**src/rtl/instr_fetch_queue_pkg.sv**
```systemverilog
// Shared constants and types for the instruction fetch queue.
// The optional combinational bypass is enabled with the IFQ_BYPASS_EN macro.
package instr_fetch_queue_pkg;

  localparam int          XLEN      = 32;
  localparam int          IFQ_DEPTH = 4;
  localparam logic [31:0] IFQ_NOP   = 32'h0000_0013;

  typedef struct packed {
    logic [XLEN-1:0] pc;
    logic [XLEN-1:0] instr;
  } ifq_entry_t;

endpackage

```
**src/rtl/instr_fetch_queue_mem.sv**
```systemverilog
// ifq_mem: DEPTH x 64-bit register array for the fetch queue.
// It has one synchronous write port and one asynchronous read port. Contents are never reset.
module ifq_mem
  import instr_fetch_queue_pkg::*;
#(
  parameter int DEPTH = IFQ_DEPTH,
  parameter int AW    = 2
) (
  input  logic          clk,
  input  logic          we,
  input  logic [AW-1:0] waddr,
  input  logic [63:0]   wdata,
  input  logic [AW-1:0] raddr,
  output logic [63:0]   rdata
);

  logic [63:0] mem_r [DEPTH];

  // write port; storage deliberately has no reset, the top masks it while empty
  always_ff @(posedge clk) begin
    if (we) begin
      mem_r[waddr] <= wdata;
    end
  end

  assign rdata = mem_r[raddr];

endmodule

```
**src/rtl/instr_fetch_queue.sv**
```systemverilog
// Instruction queue between fetch and execute: circular buffer of {pc, instr}, flushed on taken jumps.
// Defining IFQ_BYPASS_EN lets a push reach the head in the same cycle when the queue is empty.
module instr_fetch_queue
  import instr_fetch_queue_pkg::*;
#(
  parameter int DEPTH = IFQ_DEPTH,
  parameter int AW    = 2
) (
  input  logic          clk,
  input  logic          rst_n,
  input  logic          flush_i,
  input  logic          push_valid_i,
  input  logic [31:0]   push_pc_i,
  input  logic [31:0]   push_instr_i,
  output logic          push_ready_o,
  output logic          pop_valid_o,
  output logic [31:0]   pop_pc_o,
  output logic [31:0]   pop_instr_o,
  input  logic          pop_ready_i,
  output logic [AW:0]   count_o
);

  logic [AW:0] wr_ptr_r;
  logic [AW:0] rd_ptr_r;
  logic        empty_s;
  logic        full_s;
  logic        bypass_s;
  logic        push_s;
  logic        pop_s;
  logic        mem_we_s;
  logic        mem_re_s;
  ifq_entry_t  wr_entry_s;
  ifq_entry_t  rd_entry_s;
  logic [63:0] rdata_s;

  assign empty_s = (wr_ptr_r == rd_ptr_r);
  assign full_s  = (wr_ptr_r[AW-1:0] == rd_ptr_r[AW-1:0]) && (wr_ptr_r[AW] != rd_ptr_r[AW]);
  assign count_o = wr_ptr_r - rd_ptr_r;

`ifdef IFQ_BYPASS_EN
  assign bypass_s = empty_s & pop_ready_i & push_valid_i & ~flush_i;
`else
  assign bypass_s = 1'b0;
`endif

  assign push_ready_o = ~full_s & ~flush_i;
  assign push_s       = push_valid_i & push_ready_o;
  assign pop_s        = pop_valid_o & pop_ready_i;
  // a bypassed entry is consumed directly, so neither pointer moves for it
  assign mem_we_s     = push_s & ~bypass_s;
  assign mem_re_s     = pop_s & ~bypass_s;

  assign wr_entry_s.pc    = push_pc_i;
  assign wr_entry_s.instr = push_instr_i;
  assign rd_entry_s       = ifq_entry_t'(rdata_s);

  ifq_mem #(
    .DEPTH (DEPTH),
    .AW    (AW)
  ) u_mem (
    .clk   (clk),
    .we    (mem_we_s),
    .waddr (wr_ptr_r[AW-1:0]),
    .wdata (wr_entry_s),
    .raddr (rd_ptr_r[AW-1:0]),
    .rdata (rdata_s)
  );

  // pointer update: flush wins over push and pop in the same cycle
  always_ff @(posedge clk or negedge rst_n) begin
    if (!rst_n) begin
      wr_ptr_r <= {(AW+1){1'b0}};
      rd_ptr_r <= {(AW+1){1'b0}};
    end else if (flush_i) begin
      wr_ptr_r <= {(AW+1){1'b0}};
      rd_ptr_r <= {(AW+1){1'b0}};
    end else begin
      if (mem_we_s) begin
        wr_ptr_r <= wr_ptr_r + {{AW{1'b0}}, 1'b1};
      end else begin
        wr_ptr_r <= wr_ptr_r;
      end
      if (mem_re_s) begin
        rd_ptr_r <= rd_ptr_r + {{AW{1'b0}}, 1'b1};
      end else begin
        rd_ptr_r <= rd_ptr_r;
      end
    end
  end

  // head mux: bypassed push, stored head, or NOP when nothing is available
  always_comb begin
    pop_valid_o = 1'b0;
    pop_pc_o    = 32'h0000_0000;
    pop_instr_o = IFQ_NOP;
    if (bypass_s) begin
      pop_valid_o = 1'b1;
      pop_pc_o    = push_pc_i;
      pop_instr_o = push_instr_i;
    end else if (!empty_s) begin
      pop_valid_o = 1'b1;
      pop_pc_o    = rd_entry_s.pc;
      pop_instr_o = rd_entry_s.instr;
    end else begin
      pop_valid_o = 1'b0;
      pop_pc_o    = 32'h0000_0000;
      pop_instr_o = IFQ_NOP;
    end
  end

endmodule

```
**config.mk**
```make
export PLATFORM = sky130hd
export DESIGN_NAME = instr_fetch_queue
export DESIGN_NICKNAME = d
export VERILOG_FILES = /design/src/rtl/instr_fetch_queue_pkg.sv /design/src/rtl/instr_fetch_queue_mem.sv /design/src/rtl/instr_fetch_queue.sv
export SDC_FILE = /design/constraint.sdc
export NUM_CORES = 1
export LEC_CHECK = 0
export BUFFER_PORTS_ARGS = -buffer_cell sky130_fd_sc_hd__buf_2
export CORE_ASPECT_RATIO = 0.8
export CORE_MARGIN = 1
export CORE_UTILIZATION = 40
export DETAILED_ROUTE_END_ITERATION = 10
export GPL_TIMING_DRIVEN = 0
export PLACE_DENSITY = 0.68
export SYNTH_ARGS = -nofsm -noshare
export SYNTH_HDL_FRONTEND = slang
export SYNTH_SLANG_ARGS = --single-unit
```
**constraint.sdc**
```tcl
create_clock -name clk -period 7.13 [get_ports clk]
set_input_delay 2.139 -clock clk [delete_from_list [all_inputs] [get_ports clk]]
set_output_delay 2.139 -clock clk [all_outputs]
set_load 0.01 [all_outputs]
```
==> results of run 1 <==
metrics by stage:
stage | std cells | hold slack (ns)
global route | 983 | 0.640
CTS | 983 | 0.616
detailed placement | 936 | 0.603
global placement | 932 | 0.580
finish | 983 | 0.637
floorplan | 472 | 0.546
where the power goes:
| part | leakage [uW] | switching (uW) | internal [uW] |
|---|---|---|---|
| combinational | 0.00141 | 902 | 740 |
| sequential | 0.00241 | 36.7 | 1840 |
| clock | 0.000374 | 539 | 685 |
per-layer routing:
layer  up-vias  global-route usage [%]
met5         -                       0
met4         2                    4.03
met3        36                    3.64
met2       156                    25.9
met1      2599                    19.8
li1       2264                       -
cell type report:
type / count / area (sq um)
well taps: 324 / 405
fillers: 2128 / 13000
flip-flops and latches: 262 / 7840
clock buffers: 30 / 687
multi-input cells: 180 / 2240
inverters: 6 / 23.8
repair buffers: 140 / 761
clock inverters: 17 / 77.6
plain buffers: 24 / 175
worst max-delay path: cells and delay by family:
| kind | cells | cell delay [ns] |
|---|---|---|
| AO/OA/AOI/OAI | 1 | 0.38 |
| buffers and inverters | 2 | 0.37 |
cells by family (layout without fill, tap and decap cells):
group / after synthesis / in the layout / share of synthesized area (%)
AO/OA/AOI/OAI: 7 / 7 / 0.427
XOR/XNOR: 3 / 3 / 0.256
adder cells (fa/ha/maj): 8 / 8 / 1.05
buffers and inverters: 30 / 217 / 1.94
flip-flops: 262 / 262 / 76.4
multiplexers: 64 / 64 / 14.1
AND/OR/NAND/NOR: 98 / 98 / 5.86
flip-flops by register name, summed over array words and instances (netlist names):
signal,cells
rd_ptr_r,3
u_mem.mem_r,256
wr_ptr_r,3
cells in the final DEF, fill, tap and decap left out, types with 5 or more instances in the layout:
cell type    n
clkbuf_16   27
clkbuf_1    11
mux4_2      64
ha_1         7
dfrtp_1      6
buf_2      146
edfxtp_1   256
inv_1        5
and2_1      62
clkinv_1    11
buf_12       8
clkinv_2     5
nand3_1      7
final timing paths:
path,end,slack [ns],cells past startpoint
setup / recovery,push_ready_o,2.10,3
hold / removal,wr_ptr_r[1],0.64,2
setup reg to reg,u_mem.mem_r[2][52],4.32,6
hold reg to reg,wr_ptr_r[1],0.64,2
max in group asynchronous,wr_ptr_r[2],5.54,1
min in group asynchronous,rd_ptr_r[2],1.43,1
==> out/summary.txt, run 1 <==
Clock Sinks -> 262
WS Path Type -> in2out
First-pass GRT wire length -> 30,800 microns
Most frequent cells after synthesis -> edfxtp_1, mux4_2, and2_1
Chip Width -> 181 microns
Area after DPL -> 0.0114 sq mm
Final wirelength -> 19,500 microns
Worst setup EP type -> output pin
Final instance area -> 0.0122 sq mm
Number of CTS-inserted buffers -> 26
CP Cell Sequence -> buf_2 > a21oi_1 > buf_2
Area Overhead vs Synth -> 19.0%
Max Cap Violations -> 0
CTS tree -> built
Mean Syn Cell Area -> 21.7 sq um
Nets -> 717
Initial drt markers -> 236
PD cells -> 389 mW/mm^2
Core ar. -> 0.0252 sq mm
Vias per cell -> 5.14
Fin worst setup slack -> 2.10 ns
Final HPWL DP -> 12,000 microns
Crit path DAT -> 2.89 ns
Routed WL per cell -> 19.8 microns
DRT Pass-1 Iters -> 4
Required time worst endpoint -> 4.99 ns
Routability cong. -> 0.829
Tmin final -> 5.03 ns
Post_cts resized -> 0
Slowest CP cell -> a21oi_1
Post-Route Setup TNS -> 0 ns
Dpl ws -> 2.14 ns
Largest net degree at the start of global routing -> 34
Synth Instances -> 472
Hold Violations, Final -> 0
Share of layout cells above drive strength 1 -> 39.5%
Clock latency on the worst-skew pair -> 0.52 ns
Post-synth cell types -> 31
Metal-1 WL -> 8400 microns
Design Power -> 4740 uW
Routed Antenna Nets -> 0
Post-synth EDFFs -> 256
Starting Density -> 40.6%
Top cell type by total area after synthesis -> edfxtp_1
Slew headroom -> 54.0%
Post-synth top area share -> 75.0%
Vias -> 5,057
Worst Tran Pin Value -> 0.690 ns
RSZ-0062 raised after global routing -> no
CP Launch Point -> flush_i
Die area -> 0.0263 sq mm
F_max -> 199 MHz
Class of the worst hold path -> reg2reg
H-tree depth -> 1
Row Count -> 52
Largest cells by area after synthesis -> edfxtp_1, mux4_2, and2_1, dfrtp_1, ha_1
Yosys warnings -> 0
# port buffers -> 136
Status -> finished clean
Clk buf depth -> 3
FF+latch count, synth -> 262
Most frequent CP cell -> buf_2
Worst-path clk slew -> 0.06 ns
Clock Tree Root -> clkbuf_16
Main synth FF type -> edfxtp_1
Max-slew violation count -> 0
RR Startpoint -> wr_ptr_r[0]
Vias in the first global route -> 5,560
Post-route DRC violation count -> 0
Final Util -> 48.4%
Max Used Layer -> met5
Period Utilization, post-route -> 70.6%
Height of the die -> 145 microns
GRT Total Usage -> 15.3%
Post-CTS Setup Bufs -> 0
# diodes -> 0
Wire length on met3 -> 1060 microns
Routed wl met2 -> 9610 microns
Synth Net Count -> 549
Max stage delay on crit path -> 0.38 ns
Min-delay src -> wr_ptr_r[1]
Synthesized area -> 0.0103 sq mm
# IOs -> 138
Sequential area share after synthesis -> 76.4%
Leak -> 0.00419 uW
Count leader, synth -> edfxtp_1
Setup Skew -> 0.0188 ns
Endpoints failing setup -> 0
Antenna violations before repair -> 1
Worst vdd ir -> 0.186 mV
Startpoint types -> input pin
Crit Path Max Fanout -> 7
Asr flop ratio synth -> 2.29%
Overflow after GRT -> 0
CTS Hold Bufs -> 0
Power figures use the tool's default switching activity.
==> inputs of run 2 (changes only) <==
Settings changed: PLACE_DENSITY 0.68 to 0.7.
Clock period 7.13 ns to 4.6 ns, I/O delays scaled along.
==> out/summary.txt, run 2 (synthesis results as in run 1) <==
Status -> finished clean
Post-CTS Setup Bufs -> 0 (unchanged)
Post_cts resized -> 0 (unchanged)
Final Non-Filler Cells -> 987 (+0.41%)
CP Cell Sequence -> inv_1 > ha_1 > nand2_1 > nor2_1 > clkinv_2 > clkbuf_1 > and2_1 > buf_2
Final HPWL DP -> 12,300 microns (+2.8%)
Worst Tran Pin Value -> 0.657 ns (-0.0326 ns)
Chip Width -> 181 microns (unchanged)
Max FFs per register -> 256 (unchanged)
Largest Register -> u_mem.mem_r
CTS Hold Bufs -> 0 (unchanged)
Endpoints failing setup -> 0 (unchanged)
Share of layout cells above drive strength 1 -> 39.9% (+0.49 points)
Tmin final -> 4.24 ns
Class of the worst hold path -> reg2reg
Crit path DAT -> 2.86 ns (-0.03 ns)
# IOs -> 138 (unchanged)
Slew headroom -> 56.2% (+2.2 points)
Placed Instances -> 936 (unchanged)
Final wirelength -> 19,800 microns (+1.6%)
WS Path Type -> reg2out
# port buffers -> 136 (unchanged)
Vias -> 5,079 (+0.44%)
Commonest cells after routing, fill and taps aside -> edfxtp_1, buf_2, mux4_2
Crit Path Max Fanout -> 10 (+3)
Row Count -> 52 (unchanged)
RSZ-0062 raised after global routing -> no
Setup Skew -> 0.00611 ns (-0.0126 ns)
First-pass GRT wire length -> 31,000 microns (+0.65%)
Largest registers -> u_mem.mem_r x256, rd_ptr_r x3, wr_ptr_r x3
Post-route DRC violation count -> 0 (unchanged)
Leak -> 0.00423 uW (+1.0%)
Clk buf depth -> 3 (unchanged)
Largest net degree at the start of global routing -> 35 (+2.9%)
Die area -> 0.0263 sq mm (unchanged)
Startpoint types -> flip-flop
Core ar. -> 0.0252 sq mm (unchanged)
Initial drt markers -> 238 (+0.85%)
Most common cell after layout, fill and taps aside -> edfxtp_1
Slowest CP cell -> dfrtp_1
Post-Route Setup TNS -> 0 ns (unchanged)
PD cells -> 616 mW/mm^2 (+59%)
Vias per cell -> 5.15 (about the same)
Max Cap Violations -> 0 (unchanged)
Antenna violations before repair -> 2 (+1)
H-tree depth -> 1 (unchanged)
Hold Violations, Final -> 0 (unchanged)
Period Utilization, post-route -> 92.3%
Routability cong. -> 0.843 (+1.7%)
Routed Antenna Nets -> 0 (unchanged)
Routed WL per cell -> 20.1 microns (+1.2%)
Height of the die -> 145 microns (unchanged)
Clock Sinks -> 262 (unchanged)
Area Overhead vs Synth -> 20.0%
GRT Total Usage -> 15.3% (+0.043 points)
Worst-path clk slew -> 0.06 ns (about the same)
Worst setup EP type -> output pin
Clock latency on the worst-skew pair -> 0.51 ns (about the same)
Max stage delay on crit path -> 0.43 ns (+0.05 ns)
Worst vdd ir -> 0.411 mV (+120%)
F_max -> 236 MHz
Nets -> 718 (+0.14%)
CTS tree -> built
Max-slew violation count -> 0 (unchanged)
DRT Pass-1 Iters -> 4 (unchanged)
Number of CTS-inserted buffers -> 27 (+3.8%)
Starting Density -> 40.6% (unchanged)
Clock Tree Root -> clkbuf_16
Overflow after GRT -> 0 (unchanged)
Vias in the first global route -> 5,538 (-0.40%)
Required time worst endpoint -> 3.22 ns (-1.77 ns)
-- run 2: layout make-up --
cell class,count,area (sq um)
Buffer,24,175
Sequential cell,262,7840
Timing Repair Buffer,140,761
Antenna cell,2,5.00
Inverter,6,23.8
Clock buffer,38,727
Multi-Input combinational cell,180,2240
Tap cell,324,405
Fill cell,2057,12900
Clock inverter,11,134
-- run 2: where the power goes --
part / switching [uW] / internal, uW / total (uW)
logic: 1410 / 1150 / 2560
clock network: 846 / 1270 / 2110
registers: 58.6 / 2860 / 2910
-- run 2: stage by stage --
stage | total power, uW | setup slack (ns) | cell area (sq um) | utilization [%] | hold slack [ns]
after floorplan | 4540 | 0.861 | 10300 | - | 0.546
after global placement | 5510 | -0.406 | 11300 | 44.9 | 0.574
after detailed placement | 5580 | 0.828 | 11400 | 45.3 | 0.616
after CTS | 7720 | 0.260 | 12300 | 48.7 | 0.635
after global routing | 7990 | 0.0962 | 12300 | 48.7 | 0.660
final | 7590 | 0.355 | 12300 | 48.8 | 0.650
-- run 2: worst paths after layout --
kind,slack [ns],start,end,cells past startpoint
max in group asynchronous,3.77,rst_n,wr_ptr_r[2],1
min in group asynchronous,0.68,rst_n,wr_ptr_r[1],1
min,0.65,wr_ptr_r[2],wr_ptr_r[2],2
min reg2reg,0.65,wr_ptr_r[2],wr_ptr_r[2],2
max,0.36,wr_ptr_r[0],pop_pc_o[25],8
max reg2reg,1.85,wr_ptr_r[0],u_mem.mem_r[3][62],6
-- run 2: routing by layer --
metal  part of all wire, %  vias to the layer above  global-route usage (%)
met1                    42                     2642                    19.5
li1                      -                     2258                       -
met4                   1.8                        2                    3.31
met3                   6.3                       31                    4.34
met5                 0.066                        -                       0
met2                    49                      146                    26.2
-- run 2: worst max-delay path: cells and delay by family (launching register included) --
kind / cells / cell delay, ns
buffers and inverters: 4 / 0.80
AND/OR/NAND/NOR: 3 / 0.75
flip-flops: 1 / 0.43
adder cells (fa/ha/maj): 1 / 0.36
